===== config.mk =====
export PLATFORM = sky130hd
export DESIGN_NAME = seq_det_ctrl_flat
export DESIGN_NICKNAME = d
export VERILOG_FILES = /design/src/rtl/seq_det_ctrl_if.sv /design/src/rtl/seq_det_ctrl.sv /design/src/flat_wrapper.sv
export SDC_FILE = /design/constraint.sdc
export NUM_CORES = 1
export LEC_CHECK = 0
export CAP_MARGIN = 0
export CORE_ASPECT_RATIO = 1.5
export CORE_UTILIZATION = 30
export CTS_CLUSTER_DIAMETER = 120
export CTS_CLUSTER_SIZE = 40
export DETAILED_ROUTE_END_ITERATION = 8
export DONT_BUFFER_PORTS = 1
export PLACE_DENSITY = 0.44
export RECOVER_POWER = 50
export SLEW_MARGIN = 20
export SYNTH_ARGS = -nofsm -noshare
export SYNTH_HDL_FRONTEND = slang
export SYNTH_SLANG_ARGS = --single-unit

===== constraint.sdc =====
create_clock -name clk -period 2.7 [get_ports clk]
set_clock_uncertainty 0.2 [all_clocks]
set_input_delay 0.27 -clock clk [delete_from_list [all_inputs] [get_ports clk]]
set_output_delay 0.27 -clock clk [all_outputs]
set_load 0.03 [all_outputs]

===== src/rtl/seq_det_ctrl_if.sv =====
// rtl/seq_det_ctrl_if.sv - word input handshake between producer and serial pattern detector
interface seq_det_ctrl_if #(parameter int WORD_W = 8);
   logic              in_valid;
   logic [WORD_W-1:0] in_data;
   logic              in_ready;

   modport master (output in_valid, output in_data, input in_ready);
   modport slave  (input in_valid, input in_data, output in_ready);
endinterface


===== src/rtl/seq_det_ctrl.sv =====
// rtl/seq_det_ctrl.sv - word-fed serial pattern detector with saturating match counter
// Optional sticky match-count interrupt is built when SEQ_DET_IRQ_EN is defined.
module seq_det_ctrl #(
   parameter int WORD_W = 8,
   parameter int CNT_W  = 16
) (
   input  logic             clk,
   input  logic             rst,
   input  logic             cfg_we,
   input  logic [7:0]       cfg_pattern,
   input  logic [3:0]       cfg_len,
   input  logic             cfg_overlap,
   seq_det_ctrl_if.slave    in_if,
   output logic             det_pulse,
   output logic [CNT_W-1:0] match_cnt,
   output logic             busy
`ifdef SEQ_DET_IRQ_EN
   ,
   input  logic [CNT_W-1:0] irq_thresh,
   input  logic             irq_clr,
   output logic             irq
`endif
);
   localparam int               IDX_W   = (WORD_W > 1) ? $clog2(WORD_W) : 1;
   localparam logic [IDX_W-1:0] IDX_TOP = IDX_W'(WORD_W - 1);
   localparam logic [CNT_W-1:0] CNT_MAX = '1;

   typedef enum logic {IDLE, SHIFT} state_t;

   state_t            state;
   logic [WORD_W-1:0] sreg;
   logic [IDX_W-1:0]  bit_idx;
   logic [7:0]        pattern;
   logic [3:0]        len;
   logic              overlap;
   logic [7:0]        hist;
   logic [3:0]        hist_cnt;

   logic              cur_bit;
   logic [7:0]        new_hist;
   logic [3:0]        cnt_inc;
   logic [7:0]        len_mask;
   logic [3:0]        len_in;
   logic              hit;

   always_comb begin
      cur_bit  = sreg[bit_idx];
      new_hist = {hist[6:0], cur_bit};
      cnt_inc  = hist_cnt + 4'd1;
      len_mask = 8'hFF >> (4'd8 - len);
      // cnt_inc counts the bit being consumed, so a match needs len bits of history including it
      hit      = (state == SHIFT) && (cnt_inc >= len) &&
                 ((new_hist & len_mask) == (pattern & len_mask));
      if (cfg_len < 4'd2)
         len_in = 4'd2;
      else if (cfg_len > 4'd8)
         len_in = 4'd8;
      else
         len_in = cfg_len;
   end

   always_ff @(posedge clk) begin
      if (!rst) begin
         state          <= IDLE;
         sreg           <= '0;
         bit_idx        <= '0;
         pattern        <= 8'h0A;
         len            <= 4'd4;
         overlap        <= 1'b1;
         hist           <= '0;
         hist_cnt       <= '0;
         in_if.in_ready <= 1'b0;
         det_pulse      <= 1'b0;
         match_cnt      <= '0;
         busy           <= 1'b0;
`ifdef SEQ_DET_IRQ_EN
         irq            <= 1'b0;
`endif
      end else begin
         det_pulse <= 1'b0;
         case (state)
            IDLE: begin
               in_if.in_ready <= 1'b1;
               if (cfg_we) begin
                  pattern  <= cfg_pattern;
                  len      <= len_in;
                  overlap  <= cfg_overlap;
                  hist     <= '0;
                  hist_cnt <= '0;
               end
               if (in_if.in_valid && in_if.in_ready) begin
                  sreg           <= in_if.in_data;
                  bit_idx        <= IDX_TOP;
                  state          <= SHIFT;
                  in_if.in_ready <= 1'b0;
                  busy           <= 1'b1;
               end
            end
            SHIFT: begin
               hist <= new_hist;
               if (hit && !overlap)
                  hist_cnt <= 4'd0;
               else if (cnt_inc > 4'd8)
                  hist_cnt <= 4'd8;
               else
                  hist_cnt <= cnt_inc;
               if (hit) begin
                  det_pulse <= 1'b1;
                  if (match_cnt != CNT_MAX)
                     match_cnt <= match_cnt + CNT_W'(1);
               end
               bit_idx <= bit_idx - IDX_W'(1);
               if (bit_idx == '0) begin
                  state          <= IDLE;
                  in_if.in_ready <= 1'b1;
                  busy           <= 1'b0;
               end
            end
            default: state <= IDLE;
         endcase
`ifdef SEQ_DET_IRQ_EN
         // only an actual increment onto the threshold sets irq; a saturated count does not re-fire
         if (hit && (match_cnt != CNT_MAX) && (irq_thresh != '0) &&
             ((match_cnt + CNT_W'(1)) == irq_thresh))
            irq <= 1'b1;
         else if (irq_clr)
            irq <= 1'b0;
`endif
      end
   end
endmodule


===== src/flat_wrapper.sv =====
// flat-port wrapper written by rule: the top's interface ports become plain ports
module seq_det_ctrl_flat 
#(
   parameter int WORD_W = 8,
   parameter int CNT_W  = 16
)
  (clk, rst, cfg_we, cfg_pattern, cfg_len, cfg_overlap, det_pulse, match_cnt, busy, in_if_in_valid, in_if_in_data, in_if_in_ready);
  seq_det_ctrl_if #(.WORD_W(WORD_W)) in_if_i ();
  input  logic clk;
  input  logic rst;
  input  logic cfg_we;
  input  logic [7:0] cfg_pattern;
  input  logic [3:0] cfg_len;
  input  logic cfg_overlap;
  output logic det_pulse;
  output logic [CNT_W-1:0] match_cnt;
  output logic busy;
  input wire logic [$bits(in_if_i.in_valid)-1:0] in_if_in_valid;
  input wire logic [$bits(in_if_i.in_data)-1:0] in_if_in_data;
  output wire logic [$bits(in_if_i.in_ready)-1:0] in_if_in_ready;
  assign in_if_i.in_valid = in_if_in_valid;
  assign in_if_i.in_data = in_if_in_data;
  assign in_if_in_ready = in_if_i.in_ready;
  seq_det_ctrl #(.WORD_W(WORD_W), .CNT_W(CNT_W)) u_core (.clk(clk), .rst(rst), .cfg_we(cfg_we), .cfg_pattern(cfg_pattern), .cfg_len(cfg_len), .cfg_overlap(cfg_overlap), .in_if(in_if_i), .det_pulse(det_pulse), .match_cnt(match_cnt), .busy(busy));
endmodule

Yosys cells after proc, flatten, opt, wreduce, memory -nomap -nowiden
Index checks and enable logic that the tools add are counted.

storage, ports and cells
  bits in registers = 55
  output and inout port bits = 19
  logic and storage cells = 63

operators by class
  $add $sub $neg = 4
  $lt $le $gt $ge = 5
  equal/unequal tests = 5
  shifts and indexed selects = 1
  mux-type cells = 22
  bitwise logic cells = 3
  reductions and logical operators = 11

operators by type and width
  kind                                                 count
  two-way mux 4 bit                                    5
  adder 16 x 1 -> 16 bit (second input constant)       1
  bitwise AND 8 bit                                    2
  inequality test 16 bit (second input constant)       1
  one-hot mux 7 bit (2 select lines)                   1
  == test 8 bit                                        1
  > comparator 4 bit (second input constant)           2
  two-way mux 1 bit                                    8
  one-hot mux 4 bit (2 select lines)                   1
  AND reduction 2 bit                                  4
  right shift 8 x 4 -> 8 bit (first input constant)    1
  two-way mux 7 bit                                    1
  one-hot mux 1 bit (2 select lines)                   3
  one-hot mux 3 bit (2 select lines)                   1
  adder 4 x 1 -> 4 bit (second input constant)         1
  greater-or-equal comparator 4 bit                    1
  logical AND 1 bit                                    4
  < comparator 3 x 4 -> 1 bit (second input constant)  1
  < comparator 4 x 2 -> 1 bit (second input constant)  1
  inequality test 2 bit (second input constant)        2
  subtractor 4 bit (first input constant)              1
  binary-select mux 1 bit (select 3 bit)               1
  logical NOT 3 bit                                    1
  two-way mux 3 bit                                    1
  other kinds (5)                                      5

Longest topological paths before layout
  depth after elaboration = 8
  gate-level depth with buffers = 10
  mapped depth without buffers = 8

Worst setup path after synthesis
No wires, ideal clock.

  path type = register to register
  start = register u_core.match_cnt[0]
  end = register u_core.match_cnt[0]
  library setup time = 70 ps
  arrival time = 2269 ps
  required time = 2430 ps
  path slack = 160 ps
  stages on the path, launching flop included = 10
  period minus slack after synthesis = 2540 ps
  cell sequence = dfxtp_1 -> ha_1 -> nand3_1 -> nor4_1 -> nand2b_1 -> nand3_1 -> clkbuf_1 -> clkbuf_1 -> o21ai_0 -> a21oi_1

between the ends
  longest elaborated chain between the ends = 2
  elaborated cells on any way between the ends = 3

ends and longest elaborated chain
  element                                                                         RTL line             text
  start: declaration                                                              seq_det_ctrl.sv:15   output logic [CNT_W-1:0] match_cnt,
  start signal: assignment                                                        seq_det_ctrl.sv:110  match_cnt <= match_cnt + CNT_W'(1);
  parallel branches: the longest is 2 deep, another holds adder 16 x 1 -> 16 bit  n/a

Several ways; the timed one is not identified.
A chain may end at the register's enable or synchronous reset.

Worst setup path after layout
  start = register u_core.len[1]
  end = register u_core.hist_cnt[3]

between the ends
  longest elaborated chain between the ends = 8
  elaborated cells on any way between the ends = 11

ends and longest elaborated chain
  element                                 RTL line             text
  start: declaration                      seq_det_ctrl.sv:34   logic [3:0] len;
  start signal: assignment                seq_det_ctrl.sv:86   len <= len_in;
  subtractor 4 bit                        seq_det_ctrl.sv:50   len_mask = 8'hFF >> (4'd8 - len);
  right shift 8 x 4 -> 8 bit              seq_det_ctrl.sv:50
  bitwise AND 8 bit                       seq_det_ctrl.sv:53   ((new_hist & len_mask) == (pattern & len_mask));
  == test 8 bit                           seq_det_ctrl.sv:53
  logical AND 1 bit (*)                   seq_det_ctrl.sv:52   hit = (state == SHIFT) && (cnt_inc >= len) &&
  logical AND 1 bit (*)                   seq_det_ctrl.sv:101  if (hit && !overlap)
  two-way mux 4 bit (*)                   seq_det_ctrl.sv:101
  one-hot mux 4 bit (2 select lines) (*)  seq_det_ctrl.sv:81   case (state)
  end signal: assignment                  seq_det_ctrl.sv:106  hist_cnt <= cnt_inc;
  end: declaration                        seq_det_ctrl.sv:37   logic [3:0] hist_cnt;

Mark *: on every way between the ends. The rest lies on a longest branch, timed or not.

==> out/results.txt <==
status -> finished, final reports clean
initial antenna violation count -> 0
mean routed wirelength per cell -> 14.17 µm
CTS H-tree lvls -> 2
largest net degree at the start of global routing -> 33
CTS sink count -> 55
die area -> 0.009549 mm²
Die Y-Extent -> 119.2 µm
Net Switching -> 469.9 µW
Tmin final -> 2465 ps
synthesized net count -> 369
Sw Share -> 26.61%
Yosys reg bits -> 55
Synth Instances -> 332
vias in the first global route -> 2318
startpoint types -> register
CP arrival -> 2430 ps
Max Cap Viol -> 0
IO buf count -> 0
Async S/R FF share, synth -> 0%
max-slew violations -> 0
slew of the pin with the lowest slew margin -> 539.5 ps
cell area after synthesis -> 0.002746 mm²
I/O pins -> 44
unrepaired setup endpoints after global routing -> no
Cell Rows -> 42
fmax -> 405.8 MHz
commonest non-fill, non-tap cells in the layout -> 54 x nand2_1, 54 x dfxtp_1, 43 x a21oi_1, 21 x dlygate4sd3_1, 17 x nor2_1
leakage power -> 0.001157 µW
first-pass GRT wire length -> 11180 µm
DRT Pass-1 Iters -> 4
vias per cell -> 5.034
relative slew slack -> 64.03%
Nets -> 394
clk_lat worst skew -> 300 ps
number of synthesized flops with an enable pin -> 0
dpl hpwl -> 4733 µm
final setup violation count -> 0
Routed WL -> 6630 µm
Comb pwr share -> 14.0%
Post-DRT Antenna Nets -> 0
drt first-iter violations -> 39
CP Class -> register to register
Synth warnings -> 0
Area growth syn-to-layout -> 18.68%
core area -> 0.008881 mm²
main flop type after synthesis -> dfxtp_1
GRT overflow -> 0
Crit Path Max Fanout -> 32
Max VDD drop -> 0.2506 mV
Clock Tree Root -> clkbuf_16
library cells used by synthesis -> 49
Vias -> 2356
cts bufs inserted -> 5
Clock Power Share -> 36.4%
layout cell share with drive strength beyond 1 -> 7.263%
Starting Density -> 30.92%
Total GRT Usage -> 15.18%
n_diodes -> 0
setup TNS -> 0 ps
sequential share of the synthesized area -> 40.09%
Pwr Total -> 1766 µW
Avg Cell Area, Syn -> 8.272 µm²
Reg power frac -> 49.6%
type of the worst min-delay path -> input port to register
Pwr Density -> 541.9 mW/mm²
CTS Buffer Depth -> 2
Layout fillers -> 937
WP data required -> 2670 ps
CTS tree -> built
DRC Markers -> 0
postcts setup bufs -> 0
kind of end point of the critical path -> register
period utilization -> 91.28%
die width -> 80.12 µm
Pint -> 1296 µW
final hold violations -> 0
Worst-path clk slew -> 70 ps
gpl congestion -> 0.7661
flip-flops by register name (all words and copies together) (netlist names):
signal / cells
u_core.match_cnt: 16
u_core.hist: 7
u_core.busy: 1
u_core.hist_cnt: 4
u_core.len: 4
u_core.state: 1
u_core.overlap: 1
u_core.det_pulse: 1
u_core.pattern: 8
u_core.sreg: 8
u_core.bit_idx: 3
u_core.in_if.in_ready: 1
synth_stat cells, types with 2 or more instances:
| master | instances | area share (%) |
|---|---|---|
| dfxtp_1 | 55 | 40 |
| nand2_1 | 54 | 7.4 |
| a21oi_1 | 43 | 7.8 |
| nor2_1 | 17 | 2.3 |
| clkbuf_1 | 14 | 1.9 |
| inv_1 | 13 | 1.8 |
| ha_1 | 12 | 5.5 |
| o31ai_1 | 12 | 3.3 |
| nand3_1 | 11 | 2.0 |
| or4_1 | 10 | 2.7 |
| xnor2_1 | 10 | 3.2 |
| nor3b_1 | 8 | 2.2 |
| o21ai_0 | 8 | 1.5 |
| nand2b_1 | 7 | 1.6 |
| nor3_1 | 5 | 0.91 |
| a211oi_1 | 4 | 1.1 |
| nand4_1 | 4 | 0.91 |
| or3_1 | 4 | 0.91 |
| mux2i_1 | 3 | 1.1 |
| and4_1 | 2 | 0.64 |
| buf_1 | 2 | 0.27 |
| buf_6 | 2 | 0.82 |
| mux2_4 | 2 | 1.1 |
| nor4_1 | 2 | 0.46 |
| nor4b_1 | 2 | 0.64 |
| o21ai_1 | 2 | 0.36 |
| xor2_1 | 2 | 0.64 |
worst paths after layout:
kind	start	cells past startpoint	slack [ps]	endpoint
max	u_core.len[1]$_SDFFE_PN0P_	9	240	u_core.hist_cnt[3]$_SDFFE_PN0P_
min	rst	2	8	u_core.hist_cnt[0]$_SDFFE_PN0P_
max reg2reg	u_core.len[1]$_SDFFE_PN0P_	9	240	u_core.hist_cnt[3]$_SDFFE_PN0P_
min reg2reg	u_core.len[3]$_SDFFE_PN0P_	2	260	u_core.len[3]$_SDFFE_PN0P_
per-stage QoR:
| stage | cells | cell area, µm² | util, % | setup slack (ps) | hold WS (ps) |
|---|---|---|---|---|---|
| after floorplan | 332 | 2746 | - | 160.2 | 194.2 |
| after global placement | 439 | 2929 | 32.98 | 136.6 | 147.9 |
| after detailed placement | 439 | 2929 | 32.98 | 151.1 | 148.6 |
| after CTS | 468 | 3281 | 36.94 | 128.4 | 9.217 |
| after global routing | 468 | 3259 | 36.70 | 47.53 | 19.01 |
| final | 468 | 3259 | 36.70 | 235.5 | 7.789 |
layout make-up:
class / instances / area, µm² / share of cell area (%)
clock buffer: 6 / 128.9 / 3.954
clock inverter: 2 / 12.51 / 0.3839
multi-input combinational: 243 / 1505 / 46.18
sequential: 55 / 1102 / 33.82
tap: 110 / 137.6 / 4.223
timing repair buffer: 38 / 320.3 / 9.827
inverter: 14 / 52.55 / 1.612
power groups by stage:
stage | Sequential, µW | Combinational (µW) | Clock (µW)
final | 876 | 247 | 643
after global routing | 881 | 280 | 699
after CTS | 876 | 255 | 667
after detailed placement | 895 | 223 | 0
after global placement | 895 | 223 | 0
after floorplan | 884 | 183 | 0
what timing repair did:
action                                  CTS  global route
endpoints found under the setup margin    0            10
hold buffers                             21             0
hold endpoints to repair                 29             0
gates resized for setup                   0             2
layer usage:
metal / up-vias / share of wire (%) / GRT usage (%)
met2: 29 / 52 / 26.82
met1: 1095 / 43 / 17.49
met3: 7 / 3.2 / 3.218
li1: 1225 / - / -
met4: 0 / 1.6 / 5.692
met5: - / 0 / 0
worst max-delay path, stage by stage (launching register included):
cell and delay, ps:
dfxtp_1 350, inv_1 90, ha_1 210, xnor2_2 180
a21oi_1 90, nor3_1 240, a41oi_2 170, buf_12 200
o311ai_1 460, o21ai_0 140
cell families after synthesis:
kind of cell             Yosys count  share of synthesized area (%)
XOR/XNOR                          12                          3.827
multiplexers                       6                          2.597
adder cells (fa/ha/maj)           12                          5.467
AND/OR/NAND/NOR                  133                          24.51
AO/OA/AOI/OAI                     80                          18.13
buffers and inverters             34                          5.376
flip-flops                        55                          40.09
Power figures use the tool's default switching activity.
